File: src/rtl/fir_mc_engine.sv
// Multi-channel time-multiplexed FIR engine: one multiply-accumulate per cycle over M taps,
// three programmable coefficient banks (LPF/HPF/BPF) and a bypass path.
module fir_mc_engine #(
  parameter int unsigned NUM_CH = 2,
  parameter int unsigned M      = 23,
  parameter int unsigned DATA_W = 16,
  parameter int unsigned COEF_W = 16,
  localparam int unsigned CH_W  = (NUM_CH > 1) ? $clog2(NUM_CH) : 1,
  localparam int unsigned TAP_W = $clog2(M),
  localparam int unsigned ACC_W = DATA_W + COEF_W + TAP_W
) (
  input  logic              clk,
  input  logic              rst,
  input  logic              in_valid,
  output logic              in_ready,
  input  logic [CH_W-1:0]   in_ch,
  input  logic [1:0]        in_mode,
  input  logic [DATA_W-1:0] in_data,
  output logic              out_valid,
  output logic [CH_W-1:0]   out_ch,
  output logic [DATA_W-1:0] out_data,
  input  logic              coef_we,
  input  logic [1:0]        coef_bank,
  input  logic [TAP_W-1:0]  coef_addr,
  input  logic [COEF_W-1:0] coef_data,
  output logic              coef_err
);

  localparam int unsigned PROD_W = DATA_W + COEF_W;
  localparam logic [TAP_W-1:0] LastTap = TAP_W'(M - 1);
  // Truncates to 0 when M is a power of two; the modular index math below still holds.
  localparam logic [TAP_W-1:0] ModTap = TAP_W'(M);
  localparam logic [ACC_W:0] RndC = (ACC_W + 1)'(1) << (COEF_W - 2);

  typedef enum logic [1:0] {
    StIdle = 2'd0,
    StMac  = 2'd1,
    StOut  = 2'd2
  } state_t;

  state_t r_state, w_state_d;

  logic signed [DATA_W-1:0] r_hist [NUM_CH][M];
  logic signed [COEF_W-1:0] r_coef [3][M];
  logic [TAP_W-1:0]         r_wptr [NUM_CH];
  logic [TAP_W-1:0]         r_base;
  logic [TAP_W-1:0]         r_k;
  logic [CH_W-1:0]          r_ch;
  logic [1:0]               r_bank;
  logic signed [ACC_W-1:0]  r_acc;
  logic [CH_W-1:0]          r_out_ch;
  logic [DATA_W-1:0]        r_out_data;
  logic                     r_coef_err;

  logic                     w_accept;
  logic                     w_bypass;
  logic                     w_last;
  logic [CH_W-1:0]          w_ch;
  logic                     w_coef_ok;
  logic                     w_coef_rej;
  logic [TAP_W-1:0]         w_idx;
  logic signed [COEF_W-1:0] w_coef_x;
  logic signed [DATA_W-1:0] w_hist_x;
  logic signed [PROD_W-1:0] w_prod;
  logic signed [ACC_W-1:0]  w_acc_next;
  logic [ACC_W:0]           w_rnd;
  logic signed [ACC_W:0]    w_shf;
  logic                     w_fits;
  logic [DATA_W-1:0]        w_sat;

  assign in_ready  = (r_state == StIdle);
  assign out_valid = (r_state == StOut);
  assign out_ch    = r_out_ch;
  assign out_data  = r_out_data;
  assign coef_err  = r_coef_err;

  assign w_accept = in_valid & in_ready;
  assign w_bypass = (in_mode == 2'b11);
  assign w_last   = (r_k == LastTap);
  // Out-of-range channel numbers alias onto channel 0.
  assign w_ch     = (32'(in_ch) < NUM_CH) ? in_ch : '0;

  assign w_coef_ok  = coef_we & in_ready & ~w_accept & (coef_bank != 2'd3) &
                      (32'(coef_addr) < M);
  assign w_coef_rej = coef_we & ~w_coef_ok;

  // r_base holds the slot of x[n]; x[n-k] lives k slots behind it, modulo M.
  assign w_idx    = (r_base >= r_k) ? (r_base - r_k) : (r_base + ModTap - r_k);
  assign w_coef_x = r_coef[r_bank][r_k];
  assign w_hist_x = r_hist[r_ch][w_idx];

  assign w_prod = $signed({{DATA_W{w_coef_x[COEF_W-1]}}, w_coef_x}) *
                  $signed({{COEF_W{w_hist_x[DATA_W-1]}}, w_hist_x});
  assign w_acc_next = r_acc + {{TAP_W{w_prod[PROD_W-1]}}, w_prod};

  assign w_rnd  = {w_acc_next[ACC_W-1], w_acc_next} + RndC;
  assign w_shf  = $signed(w_rnd) >>> (COEF_W - 1);
  assign w_fits = (&w_shf[ACC_W:DATA_W-1]) | ~(|w_shf[ACC_W:DATA_W-1]);
  assign w_sat  = w_fits      ? w_shf[DATA_W-1:0] :
                  w_shf[ACC_W] ? {1'b1, {(DATA_W-1){1'b0}}} :
                                 {1'b0, {(DATA_W-1){1'b1}}};

  always_ff @(posedge clk or posedge rst) begin
    if (rst) begin
      r_state <= StIdle;
    end else begin
      r_state <= w_state_d;
    end
  end

  always_comb begin
    w_state_d = r_state;
    unique case (r_state)
      StIdle: begin
        if (w_accept) begin
          w_state_d = w_bypass ? StOut : StMac;
        end
      end
      StMac: begin
        if (w_last) begin
          w_state_d = StOut;
        end
      end
      StOut:   w_state_d = StIdle;
      default: w_state_d = StIdle;
    endcase
  end

  always_ff @(posedge clk or posedge rst) begin
    if (rst) begin
      for (int c = 0; c < int'(NUM_CH); c++) begin
        r_wptr[c] <= '0;
        for (int t = 0; t < int'(M); t++) begin
          r_hist[c][t] <= '0;
        end
      end
      for (int b = 0; b < 3; b++) begin
        for (int t = 0; t < int'(M); t++) begin
          r_coef[b][t] <= '0;
        end
      end
      r_base     <= '0;
      r_k        <= '0;
      r_ch       <= '0;
      r_bank     <= '0;
      r_acc      <= '0;
      r_out_ch   <= '0;
      r_out_data <= '0;
      r_coef_err <= 1'b0;
    end else begin
      r_coef_err <= w_coef_rej;
      if (w_coef_ok) begin
        r_coef[coef_bank][coef_addr] <= coef_data;
      end

      if (w_accept) begin
        r_hist[w_ch][r_wptr[w_ch]] <= in_data;
        r_wptr[w_ch] <= (r_wptr[w_ch] == LastTap) ? '0 : r_wptr[w_ch] + 1'b1;
        r_base <= r_wptr[w_ch];
        r_ch   <= w_ch;
        r_bank <= in_mode;
        r_k    <= '0;
        r_acc  <= '0;
        if (w_bypass) begin
          r_out_data <= in_data;
          r_out_ch   <= w_ch;
        end
      end

      if (r_state == StMac) begin
        r_acc <= w_acc_next;
        r_k   <= r_k + 1'b1;
        if (w_last) begin
          r_out_data <= w_sat;
          r_out_ch   <= r_ch;
        end
      end
    end
  end

endmodule

File: config.mk
export PLATFORM = sky130hd
export DESIGN_NAME = fir_mc_engine
export DESIGN_NICKNAME = d
export VERILOG_FILES = /design/src/rtl/fir_mc_engine.sv
export SDC_FILE = /design/constraint.sdc
export NUM_CORES = 2
export LEC_CHECK = 0
export BUFFER_PORTS_ARGS = -buffer_cell sky130_fd_sc_hd__buf_2
export CORE_MARGIN = 4
export CORE_UTILIZATION = 58
export DETAILED_ROUTE_END_ITERATION = 8
export HOLD_SLACK_MARGIN = 0.15
export PLACE_DENSITY = 0.77
export SLEW_MARGIN = 30
export SYNTH_ARGS = -nofsm -noshare
export SYNTH_HDL_FRONTEND = slang
export SYNTH_SLANG_ARGS = --single-unit
File: constraint.sdc
create_clock -name clk -period 71.8 [get_ports clk]
set_clock_uncertainty 0.05 [all_clocks]
set_input_delay 14.36 -clock clk [delete_from_list [all_inputs] [get_ports clk]]
set_output_delay 14.36 -clock clk [all_outputs]
set_load 0.01 [all_outputs]
**Word-level counts from Yosys, hierarchy flattened**

Index checks and enable logic that the tools add are counted.

- Input bits: 46
- Word-level logic and storage cells: 231
- Output and inout port bits: 20
- Bits in registers: 1,920

- Magnitude comparators: 14
- Reduce and logical (&&, ||, !) cells: 9
- $add $sub $neg: 7
- Multipliers: 1
- Eq/ne operators: 8
- Bitwise logic cells: 18
- Muxes and demuxes: 48

Operator list:

| operator | number |
|---|---|
| two-way mux 368 bit | 7 |
| bitwise mux 1104 bit | 1 |
| binary-select mux 368 bit (select 2 bit) | 1 |
| bitwise mux 736 bit | 1 |
| demux 368 bit (select 2 bit) | 1 |
| demux 368 bit (select 1 bit) | 1 |
| two-way mux 16 bit | 12 |
| binary-select mux 16 bit (select 5 bit) | 2 |
| demux 16 bit (select 5 bit) | 2 |
| two-way mux 37 bit | 2 |
| two-way mux 5 bit | 8 |
| adder 37 x 16 -> 38 bit (second input constant) | 1 |
| adder 37 bit | 1 |
| multiplier 16 x 16 -> 32 bit | 1 |
| >= comparator 6 bit (second input constant) | 4 |
| NOT 5 -> 6 bit | 4 |
| less-than comparator 6 x 1 -> 1 bit (second input constant) | 2 |
| adder 5 x 1 -> 5 bit (second input constant) | 2 |
| bitwise mux 10 bit | 1 |
| equality test 5 bit (second input constant) | 2 |
| subtractor 5 bit | 2 |
| AND reduction 8 bit | 1 |
| OR reduction 8 bit | 1 |
| AND 1 bit | 6 |
| 23 further kinds | 39 |

**Logic depth before layout (Yosys ltp)**

- Depth after elaboration: 16
- Gate-level depth with buffers: 63
- Gate-level depth less buffers: 53

**Worst setup path before layout**

Ideal clock, no wire load.

- Path kind: input-to-reg
- Start point: in coef_addr[1]
- End point: reg r_coef[400] (netlist name)
- Stages: 10
- Slack: 54.715 ns
- Arrival time: 16.910 ns
- Required time: 71.625 ns
- Library setup time: 0.125 ns
- Path buffers: 4
- Cell sequence: clkbuf_1 > nand3_1 > nand2b_1 > a221o_1 > or3b_2 > clkbuf_1 > clkbuf_1 > nor2_1 > clkbuf_1 > mux2_2

- Longest elaborated chain between the ends: 8
- Elaborated cells between the ends (all ways): 11
- Those cells by class: 3 x order compare; 5 x mux; 2 x bitwise; 1 x reduce/logical

RTL lines:

| item | RTL line | RTL |
|---|---|---|
| from (decl) | 24 | `input logic [TAP_W-1:0] coef_addr,` |
| NOT 5 -> 6 bit (not written as such) | 153 | `r_coef[coef_bank][coef_addr] <= coef_data;` |
| >= comparator 6 bit (not written as such) or less-than comparator 6 x 1 -> 1 bit (tied branches) | 153 |  |
| logical AND 1 bit (not written as such) | 153 |  |
| two-way mux 16 bit (not written as such) | 153 |  |
| demux 16 bit (select 5 bit) | 153 |  |
| two-way mux 368 bit (not written as such) | 153 |  |
| demux 368 bit (select 2 bit) | 153 |  |
| bitwise mux 1104 bit | 153 |  |
| to (signal, indexed assignment) | 153 |  |
| to (decl) | 44 | `logic signed [COEF_W-1:0] r_coef [3][M];` |

Several ways; a longest one is shown, not always the timed one.
A chain may end at the register's enable or synchronous reset.

==> flow_metrics.tcl <==
set metrics [dict create \
    synth_mux_area_share_pct 32.1 \
    cp-end-kind "asynchronous set/reset pin" \
    postRouteAntennaNets 0 \
    via_per_inst 6.39 \
    clock_latency_ns 0.83 \
    post_cts_buffers 0 \
    worst_setup_path_start_kind "input port" \
    critPathArrivalTime_ns 18.27 \
    fin_crit_ns 17.41 \
    antenna_found_initial 8 \
    ys_types 89 \
    cts_max_path_buffers 3 \
    critical_path_class "input port to asynchronous set/reset pin" \
    grt_max_degree 205 \
    rsz0062_at_grt "false" \
    core_area_mm2 0.172 \
    dieArea_mm2 0.180 \
    gp_congestion 0.878 \
    synth_top_family_by_area "multiplexers" \
    via_count 62200 \
    drtIter0Drc 5546 \
    die_w_um 424 \
    tns_ns 0 \
    wl_um 251000 \
    drc 0 \
    setup_viol 0 \
    pin_count 66 \
    synthArstFlopShare_pct 100 \
    fin_crit_sh_pct 24.3 \
    grt_pass1_wl_um 397000 \
    ys_top_cells_by_area "dfrtp_1 (48%), mux2_2 (21%), mux4_2 (9.9%), fa_1 (5.3%), clkbuf_1 (1.8%)" \
    worstMarginPinSlew_ns 1.04 \
    cap_viol_max_count 0 \
    avgRoutedWirePerCell_um 25.8 \
    drt_pre_antenna_iters 5 \
    hold_viol_final 0 \
    yosysSeqAreaShare_pct 47.9 \
    synthesis.yosys.warnings 0 \
    final_max_slew_viol_count 0 \
    syn-num-nets 7834 \
    synth_area_mm2 0.100 \
    clock_sinks 1920 \
    fillCellCount 12300 \
    grt_pass1_vias 66200 \
    synth_top_area_share_pct 47.9 \
    initial_utilization_pct 58.4 \
    rows 152 \
    netlist.top_cell.by_area "dfrtp_1" \
    synth_simple_gate_area_share_pct 4.90 \
    die_height_um 424 \
    cp.required_ns 72.65 \
    io_buffers 65 \
    clk_pin_slew_ns 0.06 \
    ys.flop_type "dfrtp_1" \
    hold_buffers 0 \
    synth_edf_count 0 \
    nNetsFinal 7711 \
    hpwl_um 155000 \
    fmax_mhz 57.4 \
    synth_compound_gate_area_share_pct 4.02 \
    grt-ovfl-total 0 \
    synth_cells 7386 \
    crit_path_max_fanout 142 \
    grtUsageTotal_pct 28.6 \
    synthXorXnorAreaFrac_pct 0.703 \
    tritoncts "built" \
    outcome "completed" \
    drive_gt1_share_pct 39.9 \
    avgSynthCellArea_um2 13.6 \
    syn2layout_area_growth_pct 9.49 \
    slew_headroom_pct 30.5 \
    hp-class "flip-flop to flip-flop" \
    cts_root_buffer "clkbuf_16" \
    synthAdderAreaFrac_pct 7.01 \
    numCtsBuffers 191 \
    synth_seq_cells 1920 \
    htree_levels 4 \
    post_cts_resized 0 \
]
==> state kept, by name (all words and copies together), names as in the netlist <==
signal / cells
out_ch: 1
r_wptr: 10
coef_err: 1
r_k: 5
r_bank: 2
r_state: 2
r_ch: 1
r_hist: 736
r_coef: 1104
out_data: 16
r_acc: 37
r_base: 5
==> through the flow <==
step	area [um2]	std cells	setup slack, ns	util [%]	hold WS (ns)
floorplan	100000	7386	3.17	-	0.399
global placement	103000	9375	52.70	59.9	0.411
detailed placement	103000	9376	52.61	60.0	0.429
CTS	110000	9726	53.49	63.8	0.444
global route	110000	9730	53.78	63.9	0.455
finish	110000	9732	54.39	63.9	0.437
==> critical path, stage by stage <==
cell	delay, ns
buf_2	0.13
clkinv_8	0.47
buf_12	0.41
buf_16	0.45
buf_6	0.58
buf_6	0.59
buf_12	0.45
buf_16	0.45
==> Yosys cell counts (9+ instances only) <==
cell type and n:
dfrtp_1 1920, mux2_2 1861, clkbuf_1 494, mux4_2 441, nand2_1 429, inv_1 330, fa_1 268, nor2_1 174
and2_1 172, o21ai_0 162, ha_1 134, mux2i_1 126, a21oi_1 123, nand3_1 81, xnor2_1 51, buf_1 50
o221ai_1 43, a21o_1 38, nor2b_1 38, buf_2 30, o22ai_1 30, nor3_1 29, a211oi_1 28, xor2_1 27
and3_1 26, a22oi_1 25, nand2b_1 25, o211ai_1 22, o21bai_1 15, a31o_1 13, o21ai_1 13, a32oi_1 12
a31oi_1 11, nand4_1 10, a22o_1 9, or3_1 9
==> final cells by class <==
class | count | area [um2] | area share, %
Antenna cell | 2 | 5.00 | 0.00455
Clock buffer | 278 | 5630 | 5.12
Clock inverter | 72 | 942 | 0.857
Inverter | 332 | 1260 | 1.15
Multi-Input combinational cell | 4558 | 49100 | 44.7
Sequential cell | 1920 | 48100 | 43.7
Tap cell | 2310 | 2890 | 2.63
Timing Repair Buffer | 260 | 2050 | 1.86
==> path summary, 6_finish.rpt <==
kind                                             from                       end  slack (ns)  cells after the start
worst max-delay path                              rst   r_hist[675]$_DFFE_PP0P_       54.39                      8
worst min register to register  r_wptr[5]$_DFFE_PP0P_     r_wptr[5]$_DFFE_PP0P_        0.44                      2
worst min-delay path            r_wptr[5]$_DFFE_PP0P_     r_wptr[5]$_DFFE_PP0P_        0.44                      2
worst max register to register     r_k[2]$_DFFE_PP0P_     out_data[0]$_DFF_PP0_       54.99                     51
max in group clk                   r_k[2]$_DFFE_PP0P_     out_data[0]$_DFF_PP0_       54.99                     51
min in group asynchronous                         rst  r_coef[1064]$_DFFE_PP0P_       13.60                      2
==> placed cells by master (no fill, tap or decap), drive strengths merged, types with 26 or more instances in the layout <==
cell type	count
dfrtp	1920
mux2	1864
mux4	441
nand2	429
inv	338
clkbuf	278
fa	268
buf	260
o21ai	177
nor2	174
and2	173
ha	134
mux2i	126
a21oi	126
nand3	82
xnor2	51
clkinv	44
o221ai	43
a21o	38
nor2b	38
a211oi	33
nor3	31
o22ai	30
xor2	27
and3	26
==> cells by family after synthesis <==
family / after synthesis
mux: 2431
buf+inv: 908
flops: 1920
simple gates: 1032
compound gates: 614
fa+ha+maj: 402
xor+xnor: 79
==> routing by layer <==
layer / vias up / global-route usage, % / wire, um
met4: 2 / 10.2 / 9480
met5: - / 0 / 8
met2: 2190 / 44.0 / 117000
met1: 33400 / 40.3 / 106000
met3: 460 / 6.42 / 19700
li1: 26100 / - / -
Power is not shown: default switching activity piles up to over one toggle a cycle in this logic, so the estimate is an artifact.
